**src/rtl/des_ahb_pkg.sv**
```systemverilog
// Shared constants and types for the Triple-DES AHB-Lite slave front end:
// register map, AHB control encodings, bus FSM states and the address decoder.
package des_ahb_pkg;

    localparam logic [31:0] ADDR_MODE = 32'h0000_0000;
    localparam logic [31:0] ADDR_KEY1 = 32'h0000_0400;
    localparam logic [31:0] ADDR_KEY2 = 32'h0000_0800;
    localparam logic [31:0] ADDR_KEY3 = 32'h0000_0C00;
    localparam logic [31:0] ADDR_INIT = 32'h0000_1000;
    localparam logic [31:0] ADDR_DIN  = 32'hAAAA_AAA4;
    localparam logic [31:0] ADDR_DOUT = 32'hAAAA_AAA8;
    localparam logic [31:0] ADDR_STAT = 32'hAAAA_AAAC;

    typedef enum logic [1:0] {
        HTRANS_IDLE   = 2'b00,
        HTRANS_BUSY   = 2'b01,
        HTRANS_NONSEQ = 2'b10,
        HTRANS_SEQ    = 2'b11
    } htrans_t;

    typedef enum logic [2:0] {
        HSIZE_8  = 3'b000,
        HSIZE_16 = 3'b001,
        HSIZE_32 = 3'b010,
        HSIZE_64 = 3'b011
    } hsize_t;

    typedef enum logic [2:0] {
        ST_IDLE, ST_WR_DATA, ST_WR_STALL, ST_RD_DATA, ST_RD_STALL, ST_ERR1, ST_ERR2
    } ahb_state_t;

    typedef enum logic [3:0] {
        RG_MODE, RG_KEY1, RG_KEY2, RG_KEY3, RG_INIT, RG_DIN, RG_DOUT, RG_STAT, RG_NONE
    } reg_sel_t;

    function automatic reg_sel_t decode_addr(input logic [31:0] addr);
        reg_sel_t sel;
        case (addr)
            ADDR_MODE: sel = RG_MODE;
            ADDR_KEY1: sel = RG_KEY1;
            ADDR_KEY2: sel = RG_KEY2;
            ADDR_KEY3: sel = RG_KEY3;
            ADDR_INIT: sel = RG_INIT;
            ADDR_DIN:  sel = RG_DIN;
            ADDR_DOUT: sel = RG_DOUT;
            ADDR_STAT: sel = RG_STAT;
            default:   sel = RG_NONE;
        endcase
        return sel;
    endfunction

endpackage

```
**src/rtl/ahb_des_slave_if_if.sv**
```systemverilog
// AHB-Lite bus bundle between the master and the DES slave front end.
interface ahb_des_slave_if_if;
    logic        HWRITE;
    logic [1:0]  HTRANS;
    logic [2:0]  HSIZE;
    logic [31:0] HADDR;
    logic [63:0] HWDATA;
    logic [63:0] HRDATA;
    logic        HREADY;
    logic        HRESP;

    modport master (output HWRITE, HTRANS, HSIZE, HADDR, HWDATA,
                    input  HRDATA, HREADY, HRESP);
    modport slave  (input  HWRITE, HTRANS, HSIZE, HADDR, HWDATA,
                    output HRDATA, HREADY, HRESP);
endinterface

```
**src/rtl/des_result_fifo.sv**
```systemverilog
// Synchronous result FIFO with occupancy count; the head word is visible
// combinationally so a pop can be returned in the same bus data phase.
module des_result_fifo #(
    parameter int DEPTH = 4,
    parameter int WIDTH = 64
) (
    input  logic                         clk,
    input  logic                         srst,
    input  logic                         push,
    input  logic                         pop,
    input  logic [WIDTH-1:0]             wdata,
    output logic [WIDTH-1:0]             rdata,
    output logic [$clog2(DEPTH):0]       count,
    output logic                         full,
    output logic                         empty
);
    localparam int AW = $clog2(DEPTH);
    localparam int CW = AW + 1;

    logic [WIDTH-1:0] mem_q [DEPTH];
    logic [AW-1:0]    wr_ptr_q, wr_ptr_d, rd_ptr_q, rd_ptr_d;
    logic [CW-1:0]    count_q, count_d;
    logic             do_push, do_pop;

    assign empty   = (count_q == '0);
    assign full    = (count_q == CW'(DEPTH));
    assign do_pop  = pop && !empty;
    // A pop frees the head slot, so a simultaneous push is legal even when full.
    assign do_push = push && (!full || do_pop);
    assign rdata   = mem_q[rd_ptr_q];
    assign count   = count_q;

    always_comb begin
        wr_ptr_d = wr_ptr_q;
        rd_ptr_d = rd_ptr_q;
        count_d  = count_q;
        if (do_push) wr_ptr_d = wr_ptr_q + 1'b1;
        if (do_pop)  rd_ptr_d = rd_ptr_q + 1'b1;
        case ({do_push, do_pop})
            2'b10:   count_d = count_q + 1'b1;
            2'b01:   count_d = count_q - 1'b1;
            default: count_d = count_q;
        endcase
    end

    always_ff @(posedge clk) begin
        if (srst) begin
            wr_ptr_q <= '0;
            rd_ptr_q <= '0;
            count_q  <= '0;
        end else begin
            wr_ptr_q <= wr_ptr_d;
            rd_ptr_q <= rd_ptr_d;
            count_q  <= count_d;
        end
    end

    always_ff @(posedge clk) begin
        if (do_push) mem_q[wr_ptr_q] <= wdata;
    end
endmodule

```
**src/rtl/ahb_des_slave_if.sv**
```systemverilog
// AHB-Lite slave front end for the Triple-DES core: register bank, block
// handoff with backpressure wait states, result FIFO reads and ERROR responses.
module ahb_des_slave_if
    import des_ahb_pkg::*;
#(
    parameter int FIFO_DEPTH = 4,
    parameter int RD_TIMEOUT = 16,
    parameter int USE_HTRANS = 0
) (
    input  logic              HCLK,
    input  logic              HRESET,
    ahb_des_slave_if_if.slave bus,
    output logic              enc_dec,
    output logic [63:0]       key1,
    output logic [63:0]       key2,
    output logic [63:0]       key3,
    output logic [63:0]       blk_data,
    output logic              blk_valid,
    input  logic              blk_ready,
    input  logic [63:0]       res_data,
    input  logic              res_valid,
    output logic              res_ready
);
    localparam int CW = $clog2(FIFO_DEPTH) + 1;
    localparam int TW = $clog2(RD_TIMEOUT + 1);

    ahb_state_t    state_q, state_d;
    reg_sel_t      sel_q, sel_d, addr_sel;
    logic          enc_dec_q, enc_dec_d, blk_valid_q, blk_valid_d;
    logic [63:0]   key1_q, key1_d, key2_q, key2_d, key3_q, key3_d;
    logic [63:0]   blk_data_q, blk_data_d;
    logic [TW-1:0] wait_q, wait_d;
    logic          addr_qual, addr_err, busy, hready, hresp, bypass;
    logic [63:0]   hrdata, fifo_rdata;
    logic [CW-1:0] fifo_count;
    logic          fifo_full, fifo_empty, fifo_push, fifo_pop;

    // Without HTRANS every address phase is treated as a transfer.
    assign addr_qual = (USE_HTRANS == 0) || (bus.HTRANS == HTRANS_NONSEQ) ||
                       (bus.HTRANS == HTRANS_SEQ);
    assign addr_sel  = decode_addr(bus.HADDR);
    assign addr_err  = (addr_sel == RG_NONE) || (bus.HSIZE != HSIZE_64) ||
                       (bus.HWRITE && (addr_sel == RG_DOUT || addr_sel == RG_STAT)) ||
                       (!bus.HWRITE && addr_sel == RG_DIN);
    assign busy      = blk_valid_q || (state_q != ST_IDLE);

    always_comb begin
        state_d     = state_q;
        sel_d       = sel_q;
        enc_dec_d   = enc_dec_q;
        key1_d      = key1_q;
        key2_d      = key2_q;
        key3_d      = key3_q;
        blk_data_d  = blk_data_q;
        blk_valid_d = blk_valid_q && !blk_ready;
        wait_d      = '0;
        hready      = 1'b1;
        hresp       = 1'b0;
        hrdata      = '0;
        fifo_pop    = 1'b0;
        bypass      = 1'b0;
        case (state_q)
            ST_WR_DATA, ST_WR_STALL: begin
                if (sel_q == RG_INIT || sel_q == RG_DIN) begin
                    if (blk_valid_q && !blk_ready) begin
                        hready  = 1'b0;
                        state_d = ST_WR_STALL;
                    end else begin
                        blk_data_d  = bus.HWDATA;
                        blk_valid_d = 1'b1;
                    end
                end else begin
                    case (sel_q)
                        RG_MODE: enc_dec_d = bus.HWDATA[0];
                        RG_KEY1: key1_d    = bus.HWDATA;
                        RG_KEY2: key2_d    = bus.HWDATA;
                        RG_KEY3: key3_d    = bus.HWDATA;
                        default: ;
                    endcase
                end
            end
            ST_RD_DATA, ST_RD_STALL: begin
                case (sel_q)
                    RG_MODE: hrdata = {63'b0, enc_dec_q};
                    RG_KEY1: hrdata = key1_q;
                    RG_KEY2: hrdata = key2_q;
                    RG_KEY3: hrdata = key3_q;
                    RG_INIT: hrdata = blk_data_q;
                    RG_STAT: hrdata = {55'b0, busy, 8'(fifo_count)};
                    RG_DOUT: begin
                        if (!fifo_empty) begin
                            hrdata   = fifo_rdata;
                            fifo_pop = 1'b1;
                        end else if (res_valid && res_ready) begin
                            hrdata = res_data;
                            bypass = 1'b1;
                        end else begin
                            hready = 1'b0;
                            if (wait_q == TW'(RD_TIMEOUT - 1)) begin
                                state_d = ST_ERR1;
                            end else begin
                                wait_d  = wait_q + 1'b1;
                                state_d = ST_RD_STALL;
                            end
                        end
                    end
                    default: ;
                endcase
            end
            ST_ERR1: begin
                hready  = 1'b0;
                hresp   = 1'b1;
                state_d = ST_ERR2;
            end
            ST_ERR2: hresp = 1'b1;
            default: ;
        endcase
        // A completing cycle also samples the next address phase.
        if (hready) begin
            state_d = ST_IDLE;
            if (addr_qual) begin
                sel_d   = addr_sel;
                state_d = addr_err ? ST_ERR1 : (bus.HWRITE ? ST_WR_DATA : ST_RD_DATA);
            end
        end
    end

    always_ff @(posedge HCLK) begin
        if (HRESET) begin
            state_q     <= ST_IDLE;
            sel_q       <= RG_NONE;
            enc_dec_q   <= 1'b0;
            key1_q      <= '0;
            key2_q      <= '0;
            key3_q      <= '0;
            blk_data_q  <= '0;
            blk_valid_q <= 1'b0;
            wait_q      <= '0;
        end else begin
            state_q     <= state_d;
            sel_q       <= sel_d;
            enc_dec_q   <= enc_dec_d;
            key1_q      <= key1_d;
            key2_q      <= key2_d;
            key3_q      <= key3_d;
            blk_data_q  <= blk_data_d;
            blk_valid_q <= blk_valid_d;
            wait_q      <= wait_d;
        end
    end

    // A bypassed word goes straight to the bus and is never stored.
    assign fifo_push = res_valid && res_ready && !bypass;

    des_result_fifo #(.DEPTH(FIFO_DEPTH), .WIDTH(64)) u_fifo (
        .clk   (HCLK),
        .srst  (HRESET),
        .push  (fifo_push),
        .pop   (fifo_pop),
        .wdata (res_data),
        .rdata (fifo_rdata),
        .count (fifo_count),
        .full  (fifo_full),
        .empty (fifo_empty)
    );

    assign bus.HRDATA = hrdata;
    assign bus.HREADY = hready;
    assign bus.HRESP  = hresp;
    assign enc_dec    = enc_dec_q;
    assign key1       = key1_q;
    assign key2       = key2_q;
    assign key3       = key3_q;
    assign blk_data   = blk_data_q;
    assign blk_valid  = blk_valid_q;
    assign res_ready  = !fifo_full;
endmodule

```
**src/flat_wrapper.sv**
```systemverilog
// flat-port wrapper written by rule: the top's interface ports become plain ports
module ahb_des_slave_if_flat import des_ahb_pkg::*;
#(
    parameter int FIFO_DEPTH = 4,
    parameter int RD_TIMEOUT = 16,
    parameter int USE_HTRANS = 0
)
  (HCLK, HRESET, enc_dec, key1, key2, key3, blk_data, blk_valid, blk_ready, res_data, res_valid, res_ready, bus_HWRITE, bus_HTRANS, bus_HSIZE, bus_HADDR, bus_HWDATA, bus_HRDATA, bus_HREADY, bus_HRESP);
  ahb_des_slave_if_if bus_i ();
  input  logic HCLK;
  input  logic HRESET;
  output logic enc_dec;
  output logic [63:0] key1;
  output logic [63:0] key2;
  output logic [63:0] key3;
  output logic [63:0] blk_data;
  output logic blk_valid;
  input  logic blk_ready;
  input  logic [63:0] res_data;
  input  logic res_valid;
  output logic res_ready;
  input wire logic [$bits(bus_i.HWRITE)-1:0] bus_HWRITE;
  input wire logic [$bits(bus_i.HTRANS)-1:0] bus_HTRANS;
  input wire logic [$bits(bus_i.HSIZE)-1:0] bus_HSIZE;
  input wire logic [$bits(bus_i.HADDR)-1:0] bus_HADDR;
  input wire logic [$bits(bus_i.HWDATA)-1:0] bus_HWDATA;
  output wire logic [$bits(bus_i.HRDATA)-1:0] bus_HRDATA;
  output wire logic [$bits(bus_i.HREADY)-1:0] bus_HREADY;
  output wire logic [$bits(bus_i.HRESP)-1:0] bus_HRESP;
  assign bus_i.HWRITE = bus_HWRITE;
  assign bus_i.HTRANS = bus_HTRANS;
  assign bus_i.HSIZE = bus_HSIZE;
  assign bus_i.HADDR = bus_HADDR;
  assign bus_i.HWDATA = bus_HWDATA;
  assign bus_HRDATA = bus_i.HRDATA;
  assign bus_HREADY = bus_i.HREADY;
  assign bus_HRESP = bus_i.HRESP;
  ahb_des_slave_if #(.FIFO_DEPTH(FIFO_DEPTH), .RD_TIMEOUT(RD_TIMEOUT), .USE_HTRANS(USE_HTRANS)) u_core (.HCLK(HCLK), .HRESET(HRESET), .bus(bus_i), .enc_dec(enc_dec), .key1(key1), .key2(key2), .key3(key3), .blk_data(blk_data), .blk_valid(blk_valid), .blk_ready(blk_ready), .res_data(res_data), .res_valid(res_valid), .res_ready(res_ready));
endmodule
```
**config.mk**
```make
export PLATFORM = sky130hd
export DESIGN_NAME = ahb_des_slave_if_flat
export DESIGN_NICKNAME = d
export VERILOG_FILES = /design/src/rtl/des_ahb_pkg.sv /design/src/rtl/ahb_des_slave_if_if.sv /design/src/rtl/des_result_fifo.sv /design/src/rtl/ahb_des_slave_if.sv /design/src/flat_wrapper.sv
export SDC_FILE = /design/constraint.sdc
export NUM_CORES = 1
export LEC_CHECK = 0
export ABC_AREA = 0
export ABC_CLOCK_PERIOD_IN_PS = 4100
export CORE_UTILIZATION = 40
export CTS_BUF_LIST = sky130_fd_sc_hd__clkbuf_2
export DETAILED_ROUTE_END_ITERATION = 12
export DONT_BUFFER_PORTS = 1
export PLACE_DENSITY = 0.62
export SLEW_MARGIN = 0
export SYNTH_ARGS = -nofsm -noshare
export SYNTH_HDL_FRONTEND = slang
export SYNTH_SLANG_ARGS = --single-unit
```
**constraint.sdc**
```tcl
create_clock -name HCLK -period 4.1 [get_ports HCLK]
set_input_delay 0.41 -clock HCLK [delete_from_list [all_inputs] [get_ports HCLK]]
set_output_delay 0.41 -clock HCLK [all_outputs]
set_load 0.02 [all_outputs]
```
# Word level (Yosys, flattened, before mapping)
# Memory sizes are Yosys's and may differ from the RTL's. A register that Yosys moved wholly into a read port is not among the register bits.
# Index checks and enable logic that the tools add are counted.
[classes]
n_addsub = 5
n_eq_ne = 34
n_mux = 35
bitwise_logic = 5
reduce_logical = 35
[op_table]
columns = ["op", "n"]
rows = [
  ["$pmux W64 S7", 1],
  ["$mux W64", 3],
  ["$eq A32 B32 Y1 const B", 3],
  ["$eq A32 B12 Y1 const B", 2],
  ["$eq A32 B11 Y1 const B", 1],
  ["$eq A32 B13 Y1 const B", 1],
  ["$logic_not A32 Y1", 1],
  ["$pmux W4 S8", 1],
  ["$eq A4 B3 Y1 const B", 7],
  ["$mux W3", 7],
  ["$mux W1", 17],
  ["$ne A3 B2 Y1 const B", 5],
  ["$reduce_and A3 Y1", 5],
  ["$eq A3 B3 Y1 const B", 4],
  ["$pmux W3 S3", 1],
  ["$eq A4 B2 Y1 const B", 2],
  ["$logic_and A1 B1 Y1", 7],
  ["$logic_or A1 B1 Y1", 7],
  ["$eq A3 B2 Y1 const B", 2],
  ["$mux W2", 3],
  ["$pmux W3 S2", 1],
  ["$reduce_and A6 Y1", 1],
  ["$reduce_or A2 Y1", 3],
  ["$reduce_or A6 Y1", 1],
  ["19 further kinds", 28],
]
[totals]
register_bits = 277
ram_bits = 256
output_inout_bits = 325
word_cells = 127
mem_count = 1
[mem_list]
columns = ["name", "words", "word_bits", "read_ports", "rd_clocked_by_memory_dff", "wr", "line_no", "rtl"]
rows = [
  ["u_core.u_fifo.mem_q", 4, 64, 1, 1, 1, "des_result_fifo.sv:20", "logic [WIDTH-1:0] mem_q [DEPTH];"],
]

# Longest topological paths before layout
# Gate-level depths: netlist (run 1).
[logic_depth]
ltp_word = 12
mapped_depth = 11
depth_no_buf = 10

# By module
# A second synthesis (run 1) with hierarchy kept.
[unflattened]
cells_unflattened = 2025
hier_area_um2 = 22494.1
[modules_own_cells]
columns = ["module", "instances", "cells_per_inst", "area_each_um2"]
rows = [
  ["ahb_des_slave_if", 1, 1632, 12748.5],
  ["des_result_fifo", 1, 393, 9745.6],
]

# Worst setup path before layout (run 1)
# No wires, ideal clock.
[synth_path]
kind = "reg-to-reg"
from = "reg u_core.state_q[2]"
to = "mem u_core.u_fifo.mem_q[0][0] (enable)"
setup_ps = 429
arrival_time_ps = 2697
required_ps = 3671
setup_slack_ps = 975
stages_incl_launch_ff = 5
synth_period_minus_slack_ps = 3125
cell_sequence = "dfxtp_1 > nand3b_1 > o21ai_1 > a21oi_1 > and2_1"
[synth_via]
elab_chain_len = 8
[synth_rtl]
columns = ["item", "line_no", "rtl"]
rows = [
  ["start, declared", "ahb_des_slave_if.sv:27", "ahb_state_t state_q, state_d;"],
  ["start signal, assigned", "ahb_des_slave_if.sv:140", "state_q <= state_d;"],
  ["$eq A3 B2 Y1 or $eq A3 B3 Y1 (tied branches)", "ahb_des_slave_if.sv:62", "case (state_q)"],
  ["$reduce_or A2 Y1 *", "ahb_des_slave_if.sv:62", ""],
  ["$mux W1", "ahb_des_slave_if.sv:62", ""],
  ["$logic_not A1 Y1 or $logic_and A1 B1 Y1 (tied branches)", "ahb_des_slave_if.sv:153, des_result_fifo.sv:27", ""],
  ["$logic_and A1 B1 Y1 or $logic_or A1 B1 Y1 (tied branches)", "ahb_des_slave_if.sv:153, des_result_fifo.sv:29", ""],
  ["$logic_and A1 B1 Y1 *", "des_result_fifo.sv:29", "assign do_push = push && (!full || do_pop);"],
  ["$mux W1 *", "des_result_fifo.sv:59", "if (do_push) mem_q[wr_ptr_q] <= wdata;"],
  ["$mux W1 (implied by the code) *", "des_result_fifo.sv:59", ""],
  ["end, declared", "des_result_fifo.sv:20", ""],
]
# Every way passes the cells marked *; elsewhere a longest branch is shown, timed or not.

# Worst setup path in the final report (run 1)
[layout_path]
from = "reg u_core.sel_q[2]"
to = "reg u_core.blk_data_q[12] (netlist: u_core.blk_data[12])"
[layout_via]
elab_chain_len = 3
[layout_rtl]
columns = ["item", "line_no", "rtl"]
rows = [
  ["start, declared", "ahb_des_slave_if.sv:28", "reg_sel_t sel_q, sel_d, addr_sel;"],
  ["start signal, assigned", "ahb_des_slave_if.sv:141", "sel_q <= sel_d;"],
  ["$eq A4 B3 Y1", "ahb_des_slave_if.sv:64", "if (sel_q == RG_INIT || sel_q == RG_DIN) begin"],
  ["$logic_or A1 B1 Y1 *", "ahb_des_slave_if.sv:64", ""],
  ["$reduce_and A3 Y1 (no line) *", "--", ""],
  ["end signal, assigned", "ahb_des_slave_if.sv:146", "blk_data_q <= blk_data_d;"],
  ["end, declared", "ahb_des_slave_if.sv:31", "logic [63:0] blk_data_q, blk_data_d;"],
]
# Marked as above.
# A chain may end at the register's enable or synchronous reset.

==> flow_summary_export.csv, run 1 <==
group,metric,value,unit
clocking,cts_sinks,535,
worst_hold_path,min-delay-start,"bus_HADDR[10]",
logic_synthesis,ys.flop_type,"dfxtp_1",
floorplanning,rows,85,
grt,grt_pass1_vias,22010,
worst_setup_path,start_kind,"flop",
clocking,h-tree-depth,4,
cells_and_area,layout-drive-gt1-share,0.1484,
power_and_ir_drop,p_leak,10.79,nW
drt,drc,0,
grt,grt_pass1_wl,129.7,mm
worst_setup_path,r2r_start,"u_core.sel_q[2]",
drt,drtIter0Drc,1950,
sta,final-hold-violation-count,0,
worst_setup_path,required,5320,ps
sta,fin_skew,105.6,ps
floorplanning,die_w,237.3,um
logic_synthesis,synthArstFlopShare,0,
logic_synthesis,synthCells,2142,
drt,routedWlPerCell,25.09,um
grt,overflow,0,
worst_setup_path,crit_path_start,"u_core.sel_q[2]",
drt,drtPass1Iterations,6,
status,status,"finished, final reports clean",
placement,gp_congestion,0.8787,
placement,dp_hpwl,44.96,mm
grt,antenna_found_initial,6,
sta,fin_tns_setup,0,ps
clocking,cts_tree,"done",
sta,max_slew.worst_pin.slew,1301,ps
floorplanning,ios,495,
drt,via_per_inst,5.861,
clocking,cts_root_buf,"clkbuf_2",
placement,io_buffers,0,
clocking,clkLatencyLatePin,1310,ps
drt,dr_total_vias,20850,
logic_synthesis,synth_seq_cells,535,
sta,setup_viol,0,
worst_setup_path,critPathKind,"flop to flop",
worst_setup_path,arrival,5160,ps
cells_and_area,final_nets,2910,
floorplanning,initial_core_util,0.4083,
worst_setup_path,cp-end-kind,"flop",
floorplanning,die_h,237.3,um
logic_synthesis,synth_edf_count,256,
sta,fin_crit,3939,ps
worst_setup_path,crit_fanout,16,
cells_and_area,area_growth,36.37,%
sta,holdWs,263.6,ps
logic_synthesis,syn-num-nets,2320,
clocking,cts_made_buffers,143,
logic_synthesis,syn_area,22140,sq um
flow_run,cap_violations,0,
cells_and_area,n_fill_cell,4450,
logic_synthesis,ys_seq_area_frac,0.5994,
sta,fmax,253.9,MHz
logic_synthesis,yosysWarningCount,0,
sta,drv_slew,0,
sta,relSlewSlack,0.1327,
drt,wirelength,89.23,mm
sta,fin_crit_sh,0.9607,
power_and_ir_drop,vdd_drop_max,0.0002802,V
clocking,clkTransAtPathRegs,110,ps
grt,grt_max_degree,228,
drt,antenna_left,0,
floorplanning,die_area,56310,sq um
grt,grtUsageTotal,0.3066,
power_and_ir_drop,total_power,10.58,mW
power_and_ir_drop,cellPowerDensity,350.5,nW/um^2
floorplanning,core_area,54240,sq um
logic_synthesis,synth.distinct_cells,61,
worst_hold_path,worstHoldPathType,"primary input to flop",
clocking,clock_path_buffers,3,
logic_synthesis,avgSynthCellArea,10.34,sq um
-- flip-flops by register name, indices dropped and copies added, names as in the netlist, 2 cells and up, named ones only --
signal	cells
u_core.u_fifo.mem_q	256
u_core.blk_data	64
u_core.key1	64
u_core.key2	64
u_core.key3	64
u_core.wait_q	5
u_core.sel_q	4
u_core.state_q	3
u_core.u_fifo.count	3
u_core.u_fifo.rd_ptr_q	2
u_core.u_fifo.wr_ptr_q	2
-- per-layer routing --
| layer | up-vias | share of wire | GRT usage |
|---|---|---|---|
| met5 | - | 0.00012 | 0 |
| met4 | 2 | 0.064 | 0.2041 |
| met3 | 410 | 0.11 | 0.1027 |
| met2 | 1439 | 0.47 | 0.5099 |
| met1 | 10080 | 0.35 | 0.3331 |
| li1 | 8914 | - | - |
-- cells by family after synthesis --
kind of cell / Yosys count / synth area share
and+or+nand+nor: 879 / 0.1616
DFF: 535 / 0.5994
AOI/OAI and AO/OA: 474 / 0.1292
buffers and inverters: 171 / 0.03497
muxes: 67 / 0.06650
xor gates and xnor gates: 8 / 0.003503
adders and majority gates: 8 / 0.004859
-- Yosys cell counts (all sizes together), types with 7 or more instances --
| library cell | count | share of area |
|---|---|---|
| nand3 | 71 | 0.016 |
| ha | 7 | 0.0040 |
| a21oi | 264 | 0.061 |
| a31oi | 64 | 0.018 |
| a22oi | 120 | 0.041 |
| nor3 | 15 | 0.0041 |
| nor4 | 9 | 0.0035 |
| nor2 | 35 | 0.0062 |
| edfxtp | 256 | 0.35 |
| and2 | 7 | 0.0020 |
| buf | 49 | 0.014 |
| mux4 | 64 | 0.065 |
| nand2 | 716 | 0.12 |
| clkbuf | 111 | 0.019 |
| inv | 11 | 0.0019 |
| dfxtp | 279 | 0.25 |
-- cell type report --
| class | count | area, sq um | area share |
|---|---|---|---|
| Sequential cell | 535 | 13290 | 0.4399 |
| Multi-Input combinational cell | 1439 | 8434 | 0.2793 |
| Timing Repair Buffer | 602 | 6123 | 0.2028 |
| Clock buffer | 231 | 1156 | 0.03828 |
| Tap cell | 696 | 870.8 | 0.02884 |
| Clock inverter | 33 | 262.8 | 0.008701 |
| Inverter | 11 | 41.29 | 0.001367 |
| Antenna cell | 10 | 25.02 | 0.0008286 |
-- worst paths after layout --
kind / to / cells past startpoint / slack, ps
setup / recovery: u_core.blk_data[12] / 8 / 160
hold / removal: u_core.state_q[1] / 4 / 260
setup reg to reg: u_core.blk_data[12] / 8 / 160
hold reg to reg: u_core.wait_q[0] / 1 / 450
-- where the power goes --
part | total (mW) | internal (mW) | switching [mW]
Combinational | 0.720 | 0.287 | 0.433
Clock | 4.09 | 1.75 | 2.35
Sequential | 5.77 | 5.73 | 0.0429
-- critical path: stages (launching register included) --
cell	delay (ps)
dfxtp_2	490
or4b_4	540
nor2_2	390
and2_4	570
nand2_1	90
dlygate4sd3_1	580
a21oi_1	110
dlygate4sd3_1	550
dlygate4sd3_1	540
-- repair_timing --
| item | CTS | global route |
|---|---|---|
| endpoints found under the setup margin | 64 | 18 |
| setup buffers | 0 | 0 |
| pin swaps | 3 | 1 |
| hold buffers | 576 | 0 |
| gates resized for setup | 41 | 4 |
| endpoints found under the hold margin | 659 | 0 |
| cloned | 1 | 2 |
-- cells in the final DEF, fill, tap and decap left out, drive strengths merged, types with 2 or more instances in the layout --
master / count
nand2: 716
dlygate4sd3: 575
dfxtp: 279
a21oi: 264
edfxtp: 256
clkbuf: 231
a22oi: 120
nand3: 71
mux4: 64
a31oi: 64
nor2: 35
buf: 27
clkinv: 22
inv: 16
nor3: 15
diode: 10
nor4: 9
and2: 9
ha: 7
nand2b: 5
nand4: 5
o21ai: 5
xor2: 4
bufinv: 4
xnor2: 4
o21a: 3
nor2b: 3
or3: 3
o211ai: 2
a222oi: 2
a21o: 2
a32oi: 2
a211oi: 2
mux2i: 2
clkinvlp: 2
and3: 2
a2111oi: 2
-- stage by stage --
stage               utilization  setup WS, ps  cell area (sq um)  std cells
floorplan                     -         974.6              22150       2142
global placement         0.4187          1131              22710       2704
detailed placement       0.4187          1043              22710       2704
CTS                      0.5557        -32.44              30140       3545
global route             0.5567        -2.139              30190       3555
finish                   0.5568         161.0              30200       3557
Power figures use the tool's default switching activity.
==> inputs of run 2 (changes only) <==
--- a/config.mk
+++ b/config.mk
@@ -6,7 +6,7 @@
 export NUM_CORES = 1
 export LEC_CHECK = 0
 export ABC_AREA = 0
-export ABC_CLOCK_PERIOD_IN_PS = 4100
+export ABC_CLOCK_PERIOD_IN_PS = 3800
 export CORE_UTILIZATION = 40
 export CTS_BUF_LIST = sky130_fd_sc_hd__clkbuf_2
 export DETAILED_ROUTE_END_ITERATION = 12
==> constraint.sdc (replaced) <==
create_clock -name HCLK -period 3.8 [get_ports HCLK]
set_input_delay 0.38 -clock HCLK [delete_from_list [all_inputs] [get_ports HCLK]]
set_output_delay 0.38 -clock HCLK [all_outputs]
set_load 0.02 [all_outputs]
==> run 2 against run 1 <==
The run now ends with setup timing left. First-iteration DRC count is 7.7% lower. Clock power rose by 3%. Die area did not move. Flip-flop and latch count stayed put. Routed wire length is 1.7% lower. Sequential power is 7.8% higher. Critical path depth grew 4.
==> flow_summary_export.csv, run 2 (synthesis gave the netlist of run 1 again) <==
group,metric,value,unit
grt,grt_pass1_vias,21530,
cells_and_area,final_cell_mix,"712 x nand2_1, 534 x dlygate4sd3_1, 272 x dfxtp_1, 256 x edfxtp_1, 253 x a21oi_1",
drt,wirelength,87.70,mm
placement,gp_congestion,0.8642,
cells_and_area,final_common_cell,"nand2_1",
grt,grt_pass1_wl,128.3,mm
drt,antenna_left,0,
power_and_ir_drop,vdd_drop_max,0.0002700,V
status,violations,"setup timing",
drt,via_per_inst,5.901,
floorplanning,initial_core_util,0.4083,
worst_setup_path,start_kind,"primary input",
clocking,cts_root_buf,"clkbuf_2",
grt,grt_max_degree,245,
sta,fmax,258.3,MHz
grt,overflow,0,
grt,grtUsageTotal,0.3038,
drt,dr_total_vias,20790,
flow_run,cap_violations,0,
floorplanning,die_area,56310,sq um
sta,rsz0062_at_grt,"true",
sta,drv_slew,0,
sta,setup_viol,1,
cells_and_area,largest_reg_flops,256,
sta,fin_crit,3871,ps
sta,fin_ws,-71.39,ps
placement,io_buffers,0,
floorplanning,rows,85,
worst_setup_path,crit_path_start,"bus_HADDR[0]",
worst_setup_path,arrival,5020,ps
drt,drtIter0Drc,1800,
cells_and_area,final_nets,2879,
worst_hold_path,worstHoldPathType,"primary input to flop",
worst_setup_path,crit_fanout,4,
placement,dp_hpwl,45.52,mm
clocking,clkTransAtPathRegs,110,ps
cells_and_area,area_growth,36.00,%
floorplanning,die_h,237.3,um
drt,drtPass1Iterations,7,
sta,final-hold-violation-count,0,
floorplanning,die_w,237.3,um
sta,relSlewSlack,0.1254,
sta,fin_skew,148.2,ps
worst_setup_path,cp-end-kind,"flop",
clocking,cts_sinks,535,
power_and_ir_drop,p_leak,10.52,nW
sta,max_slew.worst_pin.slew,1312,ps
cells_and_area,final_core_util,0.5552,
worst_setup_path,r2r_start,"u_core.sel_q[2]",
power_and_ir_drop,cellPowerDensity,372.5,nW/um^2
floorplanning,ios,495,
cells_and_area,regMostFlops,"u_core.u_fifo.mem_q",
drt,drc,0,
worst_setup_path,critPathKind,"primary input to flop",
drt,routedWlPerCell,24.89,um
status,status,"finished with violations",
cells_and_area,regArea,13290,sq um
floorplanning,core_area,54240,sq um
sta,fin_tns_setup,-71.39,ps
clocking,clkLatencyLatePin,1300,ps
sta,fin_crit_sh,1.019,
cells_and_area,multi_input_area,8673,sq um
clocking,h-tree-depth,4,
clocking,cts_made_buffers,141,
clocking,cts_tree,"done",
sta,holdWs,239.3,ps
grt,antenna_found_initial,7,
clocking,clock_path_buffers,3,
cells_and_area,layout-drive-gt1-share,0.1606,
worst_setup_path,required,4950,ps
cells_and_area,n_fill_cell,4454,
placement,place_ws,911.6,ps
power_and_ir_drop,total_power,11.22,mW
worst_hold_path,min-delay-start,"HRESET",
[run 2: metal layers]
layer | part of all wire | wire length (um) | vias to the layer above | track usage
met4 | 0.058 | 5071 | 2 | 0.1908
met1 | 0.35 | 30320 | 10100 | 0.3338
li1 | - | - | 8877 | -
met5 | 0.00015 | 13 | - | 0
met3 | 0.11 | 9979 | 370 | 0.1017
met2 | 0.48 | 42310 | 1442 | 0.5058
[run 2: per-stage QoR]
step / instances / instance area, sq um
floorplan: 2142 / 22150
global placement: 2715 / 22800
detailed placement: 2715 / 22800
CTS: 3510 / 29940
global route: 3524 / 30120
finish: 3524 / 30120
[run 2: layout make-up]
cell class	instances	area share
Antenna cell	13	0.001080
Clock buffer	219	0.03639
Clock inverter	38	0.007894
Inverter	11	0.001371
Multi-Input combinational cell	1438	0.2880
Sequential cell	535	0.4414
Tap cell	696	0.02892
Timing Repair Buffer	574	0.1949
[run 2: worst max-delay path: stages]
cell and delay [ps]:
dlygate4sd3_1 540, nor2_1 70, dlygate4sd3_1 570, nand2_1 110
dlygate4sd3_1 620, nor3_1 160, dlygate4sd3_1 590, o21ai_0 80
dlygate4sd3_1 570, o21a_1 190, dlygate4sd3_1 570, dlygate4sd3_1 570
[run 2: worst paths after layout]
kind                              end  slack [ps]  cells after the start
setup / recovery    u_core.state_q[2]         -70                     12
hold / removal         u_core.key1[3]         240                      3
setup reg to reg  u_core.blk_data[37]          90                      7
hold reg to reg      u_core.wait_q[0]         470                      1
[run 2: report_power, final]
group	internal [mW]	switching, mW
sequential	6.18	0.0444
combinational	0.324	0.475
clock	1.73	2.47
[run 2: what timing repair did]
action                                  4_1_cts  5_1_grt
buffers inserted                              2        0
pin swaps                                     3        2
hold endpoints to repair                    751        0
hold buffers                                535        0
endpoints found under the setup margin       64       33
cloned                                        1        1
resized for setup                            68       24
==> inputs of run 3 (changes only) <==
--- a/config.mk
+++ b/config.mk
@@ -5,7 +5,6 @@
 export SDC_FILE = /design/constraint.sdc
 export NUM_CORES = 1
 export LEC_CHECK = 0
-export ABC_AREA = 0
 export ABC_CLOCK_PERIOD_IN_PS = 3800
 export CORE_UTILIZATION = 40
 export CTS_BUF_LIST = sky130_fd_sc_hd__clkbuf_2
==> results of run 3 <==
Final layout, timing and power as in run 2 (identical DEF).
